**config.mk**
```make
export PLATFORM = sky130hd
export DESIGN_NAME = mycpu_id_stage
export DESIGN_NICKNAME = d
export VERILOG_FILES = /design/src/rtl/mycpu_id_stage.sv
export SDC_FILE = /design/constraint.sdc
export NUM_CORES = 2
export LEC_CHECK = 0
export BUFFER_PORTS_ARGS = -buffer_cell sky130_fd_sc_hd__clkbuf_2
export CAP_MARGIN = 10
export CORE_ASPECT_RATIO = 0.6
export CORE_MARGIN = 1
export CORE_UTILIZATION = 40
export CTS_CLUSTER_DIAMETER = 40
export CTS_CLUSTER_SIZE = 12
export DETAILED_ROUTE_END_ITERATION = 10
export SYNTH_ARGS = -nofsm -noshare
export SYNTH_HDL_FRONTEND = slang
export SYNTH_SLANG_ARGS = --single-unit
```
**constraint.sdc**
```tcl
create_clock -name clk -period 9.45 [get_ports clk]
set_input_delay 0.945 -clock clk [delete_from_list [all_inputs] [get_ports clk]]
set_output_delay 0.945 -clock clk [all_outputs]
set_load 0.02 [all_outputs]
```
**src/rtl/mycpu_id_stage.sv**
```systemverilog
// MIPS32 instruction-decode stage: ID pipeline register, 32x32 register file with write-through,
// operand forwarding, load-use stall and branch/jump resolution. Build option: MYCPU_ID_BYPASS_EN.
module mycpu_id_stage #(
    parameter int          NFWD     = 3,
    parameter logic [31:0] RESET_PC = 32'hbfc00000
) (
    input  logic                clk,
    input  logic                rst,
    input  logic                fs_to_ds_valid,
    input  logic [31:0]         fs_pc,
    input  logic [31:0]         fs_inst,
    output logic                ds_allowin,
    input  logic                es_allowin,
    output logic                ds_to_es_valid,
    output logic [31:0]         ds_pc,
    output logic [3:0]          ds_aluop,
    output logic [31:0]         ds_src_a,
    output logic [31:0]         ds_src_b,
    output logic [31:0]         ds_store_data,
    output logic [4:0]          ds_dest,
    output logic                ds_rf_we,
    output logic [5:0]          ds_mem_ctrl,
    output logic                br_taken,
    output logic [31:0]         br_target,
    input  logic                ws_rf_we,
    input  logic [4:0]          ws_rf_waddr,
    input  logic [31:0]         ws_rf_wdata,
    input  logic [NFWD-1:0]     fwd_valid,
    input  logic [5*NFWD-1:0]   fwd_dest,
    input  logic [32*NFWD-1:0]  fwd_data,
    input  logic [NFWD-1:0]     fwd_pending
);

    localparam logic [3:0] ALU_ADDU = 4'b0000;
    localparam logic [3:0] ALU_SUBU = 4'b0001;
    localparam logic [3:0] ALU_SLT  = 4'b0010;
    localparam logic [3:0] ALU_SLTU = 4'b0011;
    localparam logic [3:0] ALU_AND  = 4'b0100;
    localparam logic [3:0] ALU_OR   = 4'b0101;
    localparam logic [3:0] ALU_XOR  = 4'b0110;
    localparam logic [3:0] ALU_NOR  = 4'b0111;
    localparam logic [3:0] ALU_SLL  = 4'b1000;
    localparam logic [3:0] ALU_SRL  = 4'b1001;
    localparam logic [3:0] ALU_SRA  = 4'b1010;
    localparam logic [3:0] ALU_ADD  = 4'b1100;
    localparam logic [3:0] ALU_SUB  = 4'b1101;

    typedef enum logic [1:0] {A_RS, A_SA, A_PC, A_ZERO} aSel_e;
    typedef enum logic [2:0] {B_RT, B_SIMM, B_ZIMM, B_LUI, B_EIGHT} bSel_e;
    typedef enum logic [2:0] {BR_NONE, BR_EQ, BR_NE, BR_GEZ, BR_GTZ, BR_LEZ, BR_LTZ, BR_JUMP} brCond_e;
    typedef enum logic [1:0] {T_REL, T_IDX, T_REG} tgtSel_e;

    logic        valid_q, valid_d;
    logic [31:0] pc_q, pc_d;
    logic [31:0] inst_q, inst_d;
    logic [31:0] rf_q [32];

    logic [5:0]  opcode, funct;
    logic [4:0]  rs, rt, rd, sa;
    logic [15:0] imm;
    logic [25:0] jIndex;

    logic        useRs, useRt, rAlu, iAlu, ld, st, link;
    logic [3:0]  aluop, shiftOp;
    aSel_e       aSel;
    bSel_e       bSel;
    brCond_e     brCond;
    tgtSel_e     tgtSel;
    logic [4:0]  dest;
    logic        rfWe;
    logic [5:0]  memCtrl;

    logic        rsHit, rtHit, rsPend, rtPend;
    logic [31:0] rsFwdData, rtFwdData, rfRs, rfRt, rsVal, rtVal;
    logic        rsStall, rtStall, stall, dsReadyGo, taken;
    logic [31:0] srcA, srcB, pcPlus4, target;

    assign opcode = inst_q[31:26];
    assign rs     = inst_q[25:21];
    assign rt     = inst_q[20:16];
    assign rd     = inst_q[15:11];
    assign sa     = inst_q[10:6];
    assign funct  = inst_q[5:0];
    assign imm    = inst_q[15:0];
    assign jIndex = inst_q[25:0];

    assign dsReadyGo      = !stall;
    assign ds_allowin     = !valid_q || (dsReadyGo && es_allowin);
    assign ds_to_es_valid = valid_q && dsReadyGo;
    assign ds_pc          = pc_q;

    // A new instruction takes priority; otherwise the slot empties once EX accepts it.
    always_comb begin
        valid_d = valid_q;
        pc_d    = pc_q;
        inst_d  = inst_q;
        if (fs_to_ds_valid && ds_allowin) begin
            valid_d = 1'b1;
            pc_d    = fs_pc;
            inst_d  = fs_inst;
        end else if (ds_to_es_valid && es_allowin) begin
            valid_d = 1'b0;
        end
    end

    always_ff @(posedge clk) begin
        if (rst) begin
            valid_q <= 1'b0;
            pc_q    <= RESET_PC;
            inst_q  <= '0;
        end else begin
            valid_q <= valid_d;
            pc_q    <= pc_d;
            inst_q  <= inst_d;
        end
    end

    always_ff @(posedge clk) begin
        if (rst) begin
            for (int i = 0; i < 32; i++) rf_q[i] <= '0;
        end else if (ws_rf_we && ws_rf_waddr != 5'd0) begin
            rf_q[ws_rf_waddr] <= ws_rf_wdata;
        end
    end

    // Register file reads see a same-cycle writeback; r0 is hardwired to zero.
    always_comb begin
        rfRs = rf_q[rs];
        rfRt = rf_q[rt];
        if (ws_rf_we && ws_rf_waddr == rs) rfRs = ws_rf_wdata;
        if (ws_rf_we && ws_rf_waddr == rt) rfRt = ws_rf_wdata;
        if (rs == 5'd0) rfRs = '0;
        if (rt == 5'd0) rfRt = '0;
    end

    always_comb begin
        useRs   = 1'b0;
        useRt   = 1'b0;
        rAlu    = 1'b0;
        iAlu    = 1'b0;
        ld      = 1'b0;
        st      = 1'b0;
        link    = 1'b0;
        aluop   = ALU_ADDU;
        aSel    = A_RS;
        bSel    = B_RT;
        dest    = 5'd0;
        rfWe    = 1'b0;
        memCtrl = 6'd0;
        brCond  = BR_NONE;
        tgtSel  = T_REL;
        shiftOp = (funct[1:0] == 2'b00) ? ALU_SLL : (funct[0] ? ALU_SRA : ALU_SRL);
        case (opcode)
            6'b000000: begin
                case (funct)
                    6'b000000, 6'b000010, 6'b000011: begin
                        aluop = shiftOp;
                        aSel  = A_SA;
                        useRt = 1'b1;
                        dest  = rd;
                        rfWe  = 1'b1;
                    end
                    6'b000100, 6'b000110, 6'b000111: begin rAlu = 1'b1; aluop = shiftOp; end
                    6'b001000: begin useRs = 1'b1; brCond = BR_JUMP; tgtSel = T_REG; end
                    6'b001001: begin
                        useRs  = 1'b1;
                        brCond = BR_JUMP;
                        tgtSel = T_REG;
                        link   = 1'b1;
                        dest   = rd;
                    end
                    6'b100000: begin rAlu = 1'b1; aluop = ALU_ADD;  end
                    6'b100001: begin rAlu = 1'b1; aluop = ALU_ADDU; end
                    6'b100010: begin rAlu = 1'b1; aluop = ALU_SUB;  end
                    6'b100011: begin rAlu = 1'b1; aluop = ALU_SUBU; end
                    6'b100100: begin rAlu = 1'b1; aluop = ALU_AND;  end
                    6'b100101: begin rAlu = 1'b1; aluop = ALU_OR;   end
                    6'b100110: begin rAlu = 1'b1; aluop = ALU_XOR;  end
                    6'b100111: begin rAlu = 1'b1; aluop = ALU_NOR;  end
                    6'b101010: begin rAlu = 1'b1; aluop = ALU_SLT;  end
                    6'b101011: begin rAlu = 1'b1; aluop = ALU_SLTU; end
                    default: ;
                endcase
            end
            6'b000001: begin
                useRs = 1'b1;
                case (rt)
                    5'b00000: brCond = BR_LTZ;
                    5'b00001: brCond = BR_GEZ;
                    5'b10000: begin brCond = BR_LTZ; link = 1'b1; dest = 5'd31; end
                    5'b10001: begin brCond = BR_GEZ; link = 1'b1; dest = 5'd31; end
                    default: useRs = 1'b0;
                endcase
            end
            6'b000010: begin brCond = BR_JUMP; tgtSel = T_IDX; end
            6'b000011: begin brCond = BR_JUMP; tgtSel = T_IDX; link = 1'b1; dest = 5'd31; end
            6'b000100: begin useRs = 1'b1; useRt = 1'b1; brCond = BR_EQ; end
            6'b000101: begin useRs = 1'b1; useRt = 1'b1; brCond = BR_NE; end
            6'b000110: begin useRs = 1'b1; brCond = BR_LEZ; end
            6'b000111: begin useRs = 1'b1; brCond = BR_GTZ; end
            6'b001000: begin iAlu = 1'b1; bSel = B_SIMM; aluop = ALU_ADD;  end
            6'b001001: begin iAlu = 1'b1; bSel = B_SIMM; aluop = ALU_ADDU; end
            6'b001010: begin iAlu = 1'b1; bSel = B_SIMM; aluop = ALU_SLT;  end
            6'b001011: begin iAlu = 1'b1; bSel = B_SIMM; aluop = ALU_SLTU; end
            6'b001100: begin iAlu = 1'b1; bSel = B_ZIMM; aluop = ALU_AND;  end
            6'b001101: begin iAlu = 1'b1; bSel = B_ZIMM; aluop = ALU_OR;   end
            6'b001110: begin iAlu = 1'b1; bSel = B_ZIMM; aluop = ALU_XOR;  end
            6'b001111: begin aSel = A_ZERO; bSel = B_LUI; dest = rt; rfWe = 1'b1; end
            6'b100000: begin ld = 1'b1; memCtrl = 6'b010001; end
            6'b100001: begin ld = 1'b1; memCtrl = 6'b010011; end
            6'b100010: begin ld = 1'b1; useRt = 1'b1; memCtrl = 6'b010110; end
            6'b100011: begin ld = 1'b1; memCtrl = 6'b010100; end
            6'b100100: begin ld = 1'b1; memCtrl = 6'b010000; end
            6'b100101: begin ld = 1'b1; memCtrl = 6'b010010; end
            6'b100110: begin ld = 1'b1; useRt = 1'b1; memCtrl = 6'b011000; end
            6'b101000: begin st = 1'b1; memCtrl = 6'b100000; end
            6'b101001: begin st = 1'b1; memCtrl = 6'b100010; end
            6'b101010: begin st = 1'b1; memCtrl = 6'b100110; end
            6'b101011: begin st = 1'b1; memCtrl = 6'b100100; end
            6'b101110: begin st = 1'b1; memCtrl = 6'b101000; end
            default: ;
        endcase
        if (rAlu) begin useRs = 1'b1; useRt = 1'b1; dest = rd; rfWe = 1'b1; end
        if (iAlu || ld) begin useRs = 1'b1; dest = rt; rfWe = 1'b1; end
        if (ld) bSel = B_SIMM;
        if (st) begin useRs = 1'b1; useRt = 1'b1; bSel = B_SIMM; end
        if (link) begin aSel = A_PC; bSel = B_EIGHT; aluop = ALU_ADDU; rfWe = 1'b1; end
    end

    // Scan from the oldest source down so the youngest matching source wins.
    always_comb begin
        rsHit     = 1'b0;
        rsPend    = 1'b0;
        rsFwdData = '0;
        rtHit     = 1'b0;
        rtPend    = 1'b0;
        rtFwdData = '0;
        for (int i = NFWD - 1; i >= 0; i--) begin
            if (fwd_valid[i] && fwd_dest[i*5 +: 5] == rs && rs != 5'd0) begin
                rsHit     = 1'b1;
                rsPend    = fwd_pending[i];
                rsFwdData = fwd_data[i*32 +: 32];
            end
            if (fwd_valid[i] && fwd_dest[i*5 +: 5] == rt && rt != 5'd0) begin
                rtHit     = 1'b1;
                rtPend    = fwd_pending[i];
                rtFwdData = fwd_data[i*32 +: 32];
            end
        end
    end

`ifdef MYCPU_ID_BYPASS_EN
    assign rsVal   = rsHit ? rsFwdData : rfRs;
    assign rtVal   = rtHit ? rtFwdData : rfRt;
    assign rsStall = useRs && rsHit && rsPend;
    assign rtStall = useRt && rtHit && rtPend;
`else
    logic unusedFwd;
    assign unusedFwd = ^{rsPend, rtPend, rsFwdData, rtFwdData};
    assign rsVal   = rfRs;
    assign rtVal   = rfRt;
    assign rsStall = useRs && rsHit;
    assign rtStall = useRt && rtHit;
`endif

    assign stall   = valid_q && (rsStall || rtStall);
    assign pcPlus4 = pc_q + 32'd4;

    always_comb begin
        taken  = 1'b0;
        srcA   = rsVal;
        srcB   = rtVal;
        target = pcPlus4 + {{14{imm[15]}}, imm, 2'b00};
        case (brCond)
            BR_EQ:   taken = (rsVal == rtVal);
            BR_NE:   taken = (rsVal != rtVal);
            BR_GEZ:  taken = !rsVal[31];
            BR_GTZ:  taken = !rsVal[31] && (rsVal != 32'd0);
            BR_LEZ:  taken = rsVal[31] || (rsVal == 32'd0);
            BR_LTZ:  taken = rsVal[31];
            BR_JUMP: taken = 1'b1;
            default: taken = 1'b0;
        endcase
        case (tgtSel)
            T_IDX:   target = {pcPlus4[31:28], jIndex, 2'b00};
            T_REG:   target = rsVal;
            default: ;
        endcase
        case (aSel)
            A_SA:    srcA = {27'b0, sa};
            A_PC:    srcA = pc_q;
            A_ZERO:  srcA = '0;
            default: ;
        endcase
        case (bSel)
            B_SIMM:  srcB = {{16{imm[15]}}, imm};
            B_ZIMM:  srcB = {16'h0, imm};
            B_LUI:   srcB = {imm, 16'h0};
            B_EIGHT: srcB = 32'd8;
            default: ;
        endcase
    end

    assign ds_aluop      = ds_to_es_valid ? aluop   : 4'd0;
    assign ds_src_a      = ds_to_es_valid ? srcA    : 32'd0;
    assign ds_src_b      = ds_to_es_valid ? srcB    : 32'd0;
    assign ds_store_data = ds_to_es_valid ? rtVal   : 32'd0;
    assign ds_dest       = ds_to_es_valid ? dest    : 5'd0;
    assign ds_rf_we      = ds_to_es_valid && rfWe;
    assign ds_mem_ctrl   = ds_to_es_valid ? memCtrl : 6'd0;
    assign br_taken      = ds_to_es_valid && es_allowin && taken;
    assign br_target     = ds_to_es_valid ? target  : 32'd0;

endmodule
```
# ---- Word-level counts from Yosys, hierarchy flattened
# Memories as Yosys holds them, arrays and structs flattened. A register that Yosys moved wholly into a read port is not among the register bits.
# Index checks and enable logic that the tools add are counted.
dict set report totals {
  ff_bits 65
  word_cells 220
  memories 1
  out_inout_bits 179
  ramBits 1024
  in_bits 223
}
dict set report classes {
  n_addsub 2
  n_mux 80
  n_eq_ne 73
  reduce_logical 61
}
# name depth width rd rd_clocked_by_memory_dff wr line_no
set mem_list {}
lappend mem_list {rf_q 32 32 2 2 32 56} ;# logic [31:0] rf_q [32];
# cell n
set ops {}
lappend ops {{two-way mux 32 bit} 9}
lappend ops {{equality test 6 bit (second input constant)} 22}
lappend ops {{case mux 32 bit (4 select lines)} 1}
lappend ops {{case mux 32 bit (3 select lines)} 1}
lappend ops {{case mux 6 bit (12 select lines)} 1}
lappend ops {{case mux 32 bit (2 select lines)} 1}
lappend ops {{equality test 6 x 4 -> 1 bit (second input constant)} 10}
lappend ops {{two-way mux 5 bit} 10}
lappend ops {{equality test 6 x 3 -> 1 bit (second input constant)} 7}
lappend ops {{equality test 5 bit} 8}
lappend ops {{case mux 4 bit (10 select lines)} 1}
lappend ops {{two-way mux 1 bit} 33}
lappend ops {{adder 32 x 3 -> 32 bit (second input constant)} 1}
lappend ops {{adder 32 bit} 1}
lappend ops {{equality test 32 bit} 1}
lappend ops {{zero test 32 bit} 1}
lappend ops {{!= test 32 bit} 1}
lappend ops {{nonzero test 32 bit} 1}
lappend ops {{OR reduction 32 bit} 1}
lappend ops {{case mux 4 bit (7 select lines)} 1}
lappend ops {{logical AND 1 bit} 25}
lappend ops {{equality test 6 x 2 -> 1 bit (second input constant)} 4}
lappend ops {{case mux 3 bit (7 select lines)} 1}
lappend ops {{case mux 5 bit (4 select lines)} 1}
lappend ops {{other kinds (32)} 73}

# ---- Logic depth before layout (Yosys ltp)
dict set report depth {
  ltp_word 16
  mapped_depth 19
  mapped_depth_nobuf 18
}

# ---- Worst setup path before layout
# OpenSTA, ideal clock, no wires.
dict set report synth_timing {
  path_type {register to output}
  startpoint {reg pc_q[7] (netlist: ds_pc[7])}
  endpoint {out br_target[31]}
  path_slack_ps 4462
  path_stages_with_launch 20
  required_time_ps 8505
  arrival_time_ps 4043
  path_buffers 2
  cell_sequence {dfxtp_1 -> clkbuf_1 -> nand4_1 -> nor3_1 -> nand4_1 -> xnor2_1 -> ha_1 -> clkbuf_1 -> a21o_1 -> a21o_1 -> a21o_1 -> a21oi_1 -> o21bai_1 -> a21oi_1 -> o211ai_1 -> a31oi_1 -> o2111ai_1 -> a21oi_1 -> xnor2_1 -> a211oi_1}
}
dict set report synth_via {
  elab_chain_cells 4
}
# element line_no
set synth_lines {}
lappend synth_lines {{start: declaration} 54} ;# logic [31:0] pc_q, pc_d;
lappend synth_lines {{start signal: assignment} 113} ;# pc_q <= pc_d;
lappend synth_lines {{adder 32 x 3 -> 32 bit (*)} 267} ;# assign pcPlus4 = pc_q + 32'd4;
lappend synth_lines {{adder 32 bit} 273} ;# target = pcPlus4 + {{14{imm[15]}}, imm, 2'b00};
lappend synth_lines {{case mux 32 bit (2 select lines) (*)} 284} ;# case (tgtSel)
lappend synth_lines {{two-way mux 32 bit (*)} 312} ;# assign br_target = ds_to_es_valid ? target : 32'd0;
lappend synth_lines {{end: declaration} 24} ;# output logic [31:0] br_target,
# Mark *: on every way between the ends. The rest lies on a longest branch, timed or not.

# ---- Worst setup path in the final report
dict set report layout_timing {
  startpoint {reg pc_q[10] (netlist: ds_pc[10])}
  endpoint {out br_target[30]}
}
# The elaborated chain is that of the path after synthesis.

==> impl_metrics.ini <==
[outcome]
status = finished, violations left
violations_in_the_final_reports = capacitance limit, slew limit

[cts]
cts_buffers = 120
h-tree-depth = 3
numClockSinks = 1099
cts_tree = yes
clkTransAtPathRegs_ps = 60
clock_latency_ps = 760
cts_buffer_depth = 3
resized_cells_post_cts = 0
cts.hold.buffers_added = 0
cts_post_setup_buffers_inserted = 0
cts_root_buf = sky130_fd_sc_hd__clkbuf_16

[drt]
met1_wire_length_um = 107400
initialDrtViolationCount = 9471
route.detailed.wl_per_inst_um = 36.62
met3WireLength_um = 47290
met2_wirelength_um = 105200
drt_pass1_iterations = 9
postRouteWirelength_um = 269500
route.detailed.vias_per_inst = 6.656
highest_layer_used_for_signal_routing = met5
drt.antenna.violating_nets = 0
remaining_drc_errors = 0
route.vias.total = 48990

[timing]
fmax_mhz = 124.3
finalClockSkew_ps = 30.22
post-route-worst-setup-slack_ps = 1404
tightest_slew_ps = 1514
max-slew-margin-rel_pct = -1.988
grt_setup_unrepaired = false
hold_viol = 0
setup_tns_final_ps = 0
period_minus_slack_ps = 8046
timing.final.max_slew_violations = 4
report.final.setup_viol = 0
final.period_utilization_pct = 85.14

[worst_setup_path]
worstSetupStartpointType = register
cp_class = reg -> out
cp_data_required_time_ps = 8510
worst-path-max-fanout = 6
critical_path_arrival_ps = 7100
endpoint_kind = output pin

[final_layout]
fillerInstances = 14210
syn_to_final_growth_pct = 11.74
layout-drive-gt1-share_pct = 22.76
design.final.nets = 5400

[floorplan]
coreArea_um2 = 158200
die_w_um = 517.1
die_area_um2 = 160900
io_pins = 402
rows = 113
die_height_um = 311.1
starting_density_pct = 40.25

[power]
post-layout-total-power_mw = 12.87
leakage_nw = 24.22
pwr_density_cell_nw_per_um2 = 180.8
irDropWorstVdd_mv = 0.1966

[synthesis]
synthCells = 5024
netlist-cell-type-count = 94
yosys_register_bits = 1099
yosys_warn_count = 0
synth-edff-count = 1024
dominantRegCellSynth = sky130_fd_sc_hd__edfxtp_1
syn-cell-area_um2 = 63690
synth.yosys.seq_area_share_pct = 50.64
synth_commonest_cells = 1024 x sky130_fd_sc_hd__edfxtp_1, 911 x sky130_fd_sc_hd__and2_1, 400 x sky130_fd_sc_hd__mux4_2
synth_top_area_share_pct = 48.28
post-synth-top-count-cell = sky130_fd_sc_hd__edfxtp_1
postSynthAreaPerCell_um2 = 12.68
synthArstFlopShare_pct = 0
yosysTopAreaCell = sky130_fd_sc_hd__edfxtp_1
synth_area_leaders = sky130_fd_sc_hd__edfxtp_1 48%, sky130_fd_sc_hd__mux4_2 14%, sky130_fd_sc_hd__and2_1 8.9%

[placement]
globalplace.congestion = 1.021
dp_hpwl_um = 174500
place_worst_setup_slack_ps = 2766
io_buffers = 302

[global_routing]
grt_pass1_wl_um = 368700
grt_max_degree = 77
grt_pass1_vias = 45650
initial_antenna_violation_count = 45
grt_overall_usage_pct = 32.82
remaining_global_route_overflow = 0

[run]
cap_violations = 1

[hold_path]
holdCritPathClass = in -> reg
## worst max-delay path: stages (launching register included)
cell and delay [ps]:
sky130_fd_sc_hd__dfxtp_1 760, sky130_fd_sc_hd__nand4_1 390, sky130_fd_sc_hd__nor4_1 840, sky130_fd_sc_hd__nand2_1 460, sky130_fd_sc_hd__inv_1 220, sky130_fd_sc_hd__nand2_1 80, sky130_fd_sc_hd__xnor2_1 650, sky130_fd_sc_hd__ha_1 380
sky130_fd_sc_hd__inv_1 160, sky130_fd_sc_hd__o21bai_1 110, sky130_fd_sc_hd__a21oi_1 150, sky130_fd_sc_hd__o21ai_0 550, sky130_fd_sc_hd__a41oi_1 570, sky130_fd_sc_hd__mux2i_1 140, sky130_fd_sc_hd__o31a_1 390, sky130_fd_sc_hd__nor3_1 250
sky130_fd_sc_hd__clkbuf_2 230
## area by class of cell
| cell class | count | area [µm²] | area share, % |
|---|---|---|---|
| Antenna cell | 8 | 20.02 | 0.02813 |
| Clock buffer | 151 | 3277 | 4.605 |
| Clock inverter | 52 | 474.2 | 0.6663 |
| Inverter | 38 | 143.9 | 0.2022 |
| Multi-Input combinational cell | 3396 | 29220 | 41.05 |
| Sequential cell | 1099 | 32280 | 45.35 |
| Tap cell | 2127 | 2661 | 3.740 |
| Timing Repair Buffer | 489 | 3097 | 4.351 |
## registers in the layout, indices dropped and copies added, names as in the netlist, named ones only
name     count
rf_q      1024
ds_pc       32
valid_q      1
inst_q      32
## cell families after synthesis
| family | after synthesis | share of synthesized area (%) |
|---|---|---|
| adder cells (fa/ha/maj) | 33 | 0.6601 |
| XOR/XNOR | 121 | 1.664 |
| AO/OA/AOI/OAI | 793 | 8.788 |
| flip-flops | 1099 | 50.64 |
| multiplexers | 677 | 18.94 |
| AND/OR/NAND/NOR | 1740 | 15.05 |
| buffers and inverters | 560 | 4.253 |
| other | 1 | 0.005888 |
## placed cells by master (no fill, tap or decap), types with 19 or more instances in the layout
master	netlist	routed
sky130_fd_sc_hd__mux4_2	400	400
sky130_fd_sc_hd__clkbuf_16	0	126
sky130_fd_sc_hd__edfxtp_1	1024	1024
sky130_fd_sc_hd__nor2_4	0	34
sky130_fd_sc_hd__conb_1	1	32
sky130_fd_sc_hd__nand3_1	47	46
sky130_fd_sc_hd__buf_4	25	173
sky130_fd_sc_hd__dfxtp_1	75	66
sky130_fd_sc_hd__xor2_1	55	55
sky130_fd_sc_hd__a21o_1	20	20
sky130_fd_sc_hd__nor3_1	156	155
sky130_fd_sc_hd__or2_2	39	37
sky130_fd_sc_hd__ha_1	32	31
sky130_fd_sc_hd__xnor2_1	66	66
sky130_fd_sc_hd__nand4_1	19	19
sky130_fd_sc_hd__nor2_1	228	192
sky130_fd_sc_hd__a211oi_1	66	65
sky130_fd_sc_hd__nand2b_1	27	27
sky130_fd_sc_hd__inv_1	36	34
sky130_fd_sc_hd__a221o_1	24	24
sky130_fd_sc_hd__and2_1	911	908
sky130_fd_sc_hd__a22oi_1	110	110
sky130_fd_sc_hd__mux2i_1	258	258
sky130_fd_sc_hd__clkbuf_2	1	301
sky130_fd_sc_hd__nand2_1	222	220
sky130_fd_sc_hd__a21oi_1	195	194
sky130_fd_sc_hd__o21ai_0	96	94
sky130_fd_sc_hd__clkbuf_1	372	22
sky130_fd_sc_hd__a221oi_1	122	122
## per-stage QoR
stage / hold WS, ps / cell area, µm² / utilization (%) / instances
finish: 398.5 / 71170 / 44.98 / 7360
global route: 405.4 / 71160 / 44.98 / 7356
CTS: 380.1 / 71140 / 44.96 / 7351
detailed placement: 449.4 / 67380 / 42.59 / 7148
global placement: 445.7 / 67380 / 42.59 / 7148
floorplan: 490.0 / 63800 / - / 5055
## metal layers
metal | track usage, % | up-vias
li1 | - | 19340
met1 | 47.99 | 24790
met2 | 42.70 | 4212
met3 | 14.80 | 613
met4 | 9.980 | 28
met5 | 0 | -
## power by group
part	internal [mW]	total, mW	leakage [nW]	switching (mW)
combinational	0.795	2.36	12.0	1.57
clock	2.60	4.71	1.83	2.10
sequential	5.58	5.80	10.4	0.215
total	8.98	12.9	24.2	3.88
## final timing paths
check / endpoint / cells past startpoint / startpoint / slack [ps]
worst max-delay path: br_target[30] / 16 / ds_pc[10] / 1400
worst min-delay path: ds_pc[29] / 3 / fs_pc[29] / 400
worst max register to register: register / 12 / inst_q[29] / 4900
worst min register to register: inst_q[13] / 2 / inst_q[13] / 450
Power figures use the tool's default switching activity.
